===== src/rtl/pc_fetch_unit.sv =====
// Fetch stage: holds the PC, addresses instruction memory and
// registers the returned word with its address for decode.
module pc_fetch_unit #(
   parameter int unsigned       ADDR_W   = 4,
   parameter int unsigned       INSTR_W  = 16,
   parameter logic [ADDR_W-1:0] RESET_PC = '0,
   parameter logic [3:0]        HALT_OPC = 4'hF
) (
   input  logic               clk,
   input  logic               rst,
   input  logic               start,
   input  logic               stall,
   input  logic               branch_taken,
   input  logic [ADDR_W-1:0]  branch_target,
   input  logic [INSTR_W-1:0] instr_in,
   output logic [ADDR_W-1:0]  read,
   output logic [INSTR_W-1:0] instr_out,
   output logic               instr_valid,
   output logic [ADDR_W-1:0]  pc_out,
   output logic               halted,
   output logic               wrap
);

   localparam logic [1:0] S_IDLE = 2'd0;
   localparam logic [1:0] S_RUN  = 2'd1;
   localparam logic [1:0] S_HALT = 2'd2;

   localparam logic [ADDR_W-1:0] PC_ONE = ADDR_W'(1);

   logic [1:0]         state_q, state_d;
   logic [ADDR_W-1:0]  pc_q, pc_d;
   logic [INSTR_W-1:0] instr_q, instr_d;
   logic [ADDR_W-1:0]  pc_out_q, pc_out_d;
   logic               valid_q, valid_d;
   logic               wrap_q, wrap_d;

   logic in_run;
   logic do_branch;
   logic do_stall;
   logic do_fetch;
   logic is_halt_word;
   logic pc_at_max;

   // Action for this edge; a branch beats a stall, a stall beats a fetch.
   assign in_run       = (state_q == S_RUN);
   assign do_branch    = in_run & branch_taken;
   assign do_stall     = in_run & ~branch_taken & stall;
   assign do_fetch     = in_run & ~branch_taken & ~stall;
   assign is_halt_word = (instr_in[INSTR_W-1 -: 4] == HALT_OPC);
   assign pc_at_max    = &pc_q;

   // Mode sequencing: start leaves IDLE/HALT, a fetched halt word enters HALT.
   always_comb begin
      state_d = state_q;
      unique case (state_q)
         S_IDLE: begin
            if (start) state_d = S_RUN;
         end
         S_RUN: begin
            if (do_fetch && is_halt_word) state_d = S_HALT;
         end
         S_HALT: begin
            if (start) state_d = S_RUN;
         end
         default: begin
            state_d = S_IDLE;
         end
      endcase
   end

   // Program counter: redirect, advance (wrapping modulo 2^ADDR_W) or hold.
   always_comb begin
      pc_d = pc_q;
      unique case (1'b1)
         do_branch: pc_d = branch_target;
         do_fetch:  pc_d = pc_q + PC_ONE;
         default:   pc_d = pc_q;
      endcase
   end

   // Fetch register: capture on a fetch, drop valid on flush or when parked.
   always_comb begin
      instr_d  = instr_q;
      pc_out_d = pc_out_q;
      valid_d  = valid_q;
      wrap_d   = 1'b0;
      unique case (1'b1)
         !in_run: begin
            valid_d = 1'b0;
         end
         do_branch: begin
            valid_d = 1'b0;
         end
         do_stall: begin
            valid_d = valid_q;
         end
         do_fetch: begin
            instr_d  = instr_in;
            pc_out_d = pc_q;
            valid_d  = 1'b1;
            wrap_d   = pc_at_max;
         end
         default: begin
            valid_d = valid_q;
         end
      endcase
   end

   // State and PC registers, cleared asynchronously.
   always_ff @(posedge clk or posedge rst) begin
      if (rst) begin
         state_q <= S_IDLE;
         pc_q    <= RESET_PC;
      end else begin
         state_q <= state_d;
         pc_q    <= pc_d;
      end
   end

   // Fetch register and wrap pulse, cleared asynchronously.
   always_ff @(posedge clk or posedge rst) begin
      if (rst) begin
         instr_q  <= '0;
         pc_out_q <= '0;
         valid_q  <= 1'b0;
         wrap_q   <= 1'b0;
      end else begin
         instr_q  <= instr_d;
         pc_out_q <= pc_out_d;
         valid_q  <= valid_d;
         wrap_q   <= wrap_d;
      end
   end

   assign read        = pc_q;
   assign instr_out   = instr_q;
   assign instr_valid = valid_q;
   assign pc_out      = pc_out_q;
   assign halted      = (state_q == S_HALT);
   assign wrap        = wrap_q;

endmodule


===== config.mk =====
export PLATFORM = sky130hd
export DESIGN_NAME = pc_fetch_unit
export DESIGN_NICKNAME = d
export VERILOG_FILES = /design/src/rtl/pc_fetch_unit.sv
export SDC_FILE = /design/constraint.sdc
export NUM_CORES = 1
export LEC_CHECK = 0
export CAP_MARGIN = 15
export CORE_UTILIZATION = 42
export CTS_CLUSTER_DIAMETER = 200
export DETAILED_ROUTE_END_ITERATION = 10
export GPL_TIMING_DRIVEN = 0
export PLACE_DENSITY = 0.9
export RECOVER_POWER = 50
export SETUP_SLACK_MARGIN = 0.02
export SYNTH_ARGS = -nofsm -noshare
export SYNTH_HDL_FRONTEND = slang
export SYNTH_SLANG_ARGS = --single-unit

===== constraint.sdc =====
create_clock -name clk -period 1.8 [get_ports clk]
set_input_delay 0.45 -clock clk [delete_from_list [all_inputs] [get_ports clk]]
set_output_delay 0.45 -clock clk [all_outputs]
set_load 0.02 [all_outputs]

==> results.md <==
* Outcome: finished with violations
* Failing checks: DRC
* Crit start category: register
* Aggregate routed wire length at 2900 um
* Clk Latency, worst-skew pair at 0.32 ns
* Initial DRC count at 29
* Residual DRC count at 8
* Core ar. at 2810 um2
* Async SR Flop Fraction at 100%
* CP endpoint kind: output pin
* Synth Area in Compound Gates at 5.82%
* Final hold violation count at 0
* Max_cap viols at 0
* Beginning of the critical path: state_q[1]
* Fillers at 230
* Post-Synth XOR/XNOR Area at 0%
* DR WL/cell at 16.8 um
* Root Buffer: clkbuf_4
* Main combinational cell family by area after synthesis: multiplexers
* Vias at 913
* Reg2Reg Setup Slack at 0.10 ns
* Multi-input combinational cell area at 526 um2
* Achievable Freq at 580 MHz
* Total power at 2.54 mW
* Nets at 170
* Number of hold buffers added after cts at 0
* # setup viols final at 0
* Post-Synth Simple-Gate Area at 11.5%
* Leakage power total at 0.915 nW
* Placer Congestion at 0.760
* CP Class: reg -> out
* Slowest cell delay on critical path at 0.52 ns
* Mapped Cells at 87
* CP cell instances: nor2b_1 > buf_2
* Area growth syn-to-layout at 41.7%
* Slew HR at 58.5%
* Crit-path max FO at 9
* Vias in the first global route at 1045
* Setup Skew at 0.00290 ns
* RSZ-0062 raised after global routing: no
* Slew Viols, Final at 0
* Placement Rows at 19
* All-layer global routing usage at 19.6%
* Reg area at 702 um2
* Initial antenna violation count at 0
* CTS tree: done
* Post-layout min period at 1.72 ns
* Worst vdd ir at 0.000660 V
* Die width at 56.9 um
* WP data required at 1.35 ns
* Worst reg2reg path depth at 3
* Reg clk slew, reported paths at 0.14 ns
* Deepest level of the CTS H-tree at 1
* Cell variety after synth at 27
* Clock Path Buffers at 2
* Critical R2R Launch: state_q[1]
* Initial core utilization at 45.2%
* Ys Warns at 0
* First-pass DRT Iterations at 7
* Number of synthesized flops with an enable pin at 0
* Die area at 3240 um2
* Mux share of post-synthesis cell area at 23.1%
* Die height at 56.9 um
* Adder-Cell Fraction of Synth Area at 0.987%
* Syn Nets at 113
* Port bufs at 51
* # diodes at 0
* RR Endpoint: instr_out[14]
* Critical path depth at 2
* Antenna Nets Post-Route at 0
* Setup TNS at 0 ns
* Post-synthesis sequential area ratio at 55.3%
* Vias/cell at 5.28
* Top_reg_cell synth: dfrtp_1
* Hold WS at 0.415 ns
* First-pass GRT wire length at 4850 um
* Hold Path Class: in -> async
* CTS buffer count at 3
* CP Capture Point: halted
* Mapped Area at 1270 um2
* Final period util at 95.7%
* Clock Sinks at 28
* Flops & latches, synth at 28
* Cell family with most CP delay: flip-flops
* Worst path bufs/invs at 1
* Congestion Overflow GR at 0
* Largest net degree at the start of global routing at 29
* CP max stage cell: dfrtp_1
* Layout cells sized above 1 at 21.8%
* Synthesized area per cell at 14.6 um2
* P per Cell Area at 1410 nW/um2
* Crit path DAT at 1.27 ns
* Worst-Margin Slew at 0.623 ns
* Placed wire-length estimate at 2120 um
* I/O pin cnt at 52
## how the worst min path moves through the flow
stage	startpoint	endpoint	cells after the start
floorplan	rst	instr_out[0]	1
global placement	pc_out[2]	pc_out[2]	2
detailed placement	pc_out[2]	pc_out[2]	2
CTS	pc_out[2]	pc_out[2]	2
global route	rst	instr_out[11]	2
finish	rst	instr_out[11]	2
## routing by layer
layer  part of all wire [%]  vias up  global-route usage, %
li1                       -      428                      -
met1                     39      455                   24.1
met2                     56       28                   35.1
met3                    4.8        2                   2.95
met4                   0.38        0                   6.97
met5                      0        -                      0
## repair_timing
action,CTS,global route
buffers inserted,0,0
endpoints found under the setup margin,28,18
resized for setup,15,18
## power breakdown
part / internal [mW] / switching [mW]
sequential: 0.871 / 0.186
clock: 0.0783 / 0.172
combinational: 0.635 / 0.597
total: 1.58 / 0.956
## cells in the final DEF, fill, tap and decap left out, drive strengths merged
master         instances
nand2b                 2
o22ai                  1
dlygate4sd3            1
a21o                   1
a21oi                  2
nor4b                  1
mux2                  20
o221a                  1
dfrtp                 28
nor2b                  4
a311oi                 1
nor3                   2
inv                    3
clkdlybuf4s50         22
nor2                   2
and3                   1
nand3b                 2
nor4bb                 2
dlymetal6s2s           9
and4                   1
nand2                  1
buf                    4
ha                     1
and3b                  1
dlygate4sd2            9
o21ai                  3
a22oi                  2
clkbuf                13
nand4                  1
or4b                   1
## cell usage after synthesis, types with 2 or more instances
cell       n  area (um2)
o21ai_0    3        15.0
mux2_4    18         270
a22oi_1    2        15.0
nand2b_1   2        12.5
nor2_1     2        7.51
a21oi_1    2        10.0
mux2_2     2        22.5
nor4bb_1   2        20.0
dfrtp_1   28         701
buf_6      2        22.5
nand3b_1   2        15.0
nor2b_1    4        25.0
nor3_1     2        10.0
inv_1      3        11.3
## registers in the layout, summed over array words and instances, names as in the netlist
register     cells
state_q          2
instr_valid      1
instr_out       16
wrap             1
read             4
pc_out           4
## worst reg2reg max path, stage by stage, from the launching register on
cell,delay [ns]
dfrtp_1,0.50
or4b_4,0.61
buf_6,0.18
mux2_4,0.31
## cell type report
type	instances	share of cell area (%)
sequential	28	39.1
inverter	3	0.627
multi-input combinational	53	29.3
buffer	3	1.67
clock buffer	3	1.25
tap	31	2.16
timing repair buffer	52	25.9
## stage by stage
step	instance area [um2]	std cells	util, %	setup WS, ns
finish	1800	173	64.0	0.0773
global route	1800	173	64.0	0.0195
CTS	1830	172	65.1	0.0284
detailed placement	1820	169	64.8	-0.435
global placement	1820	169	64.8	-0.418
floorplan	1270	87	-	0.240
## logic make-up after synthesis
kind of cell	count (synthesis)
AO/OA/AOI/OAI	11
adder cells (fa/ha/maj)	1
buffers and inverters	6
flip-flops	28
multiplexers	20
AND/OR/NAND/NOR	21
Power figures use the tool's default switching activity.
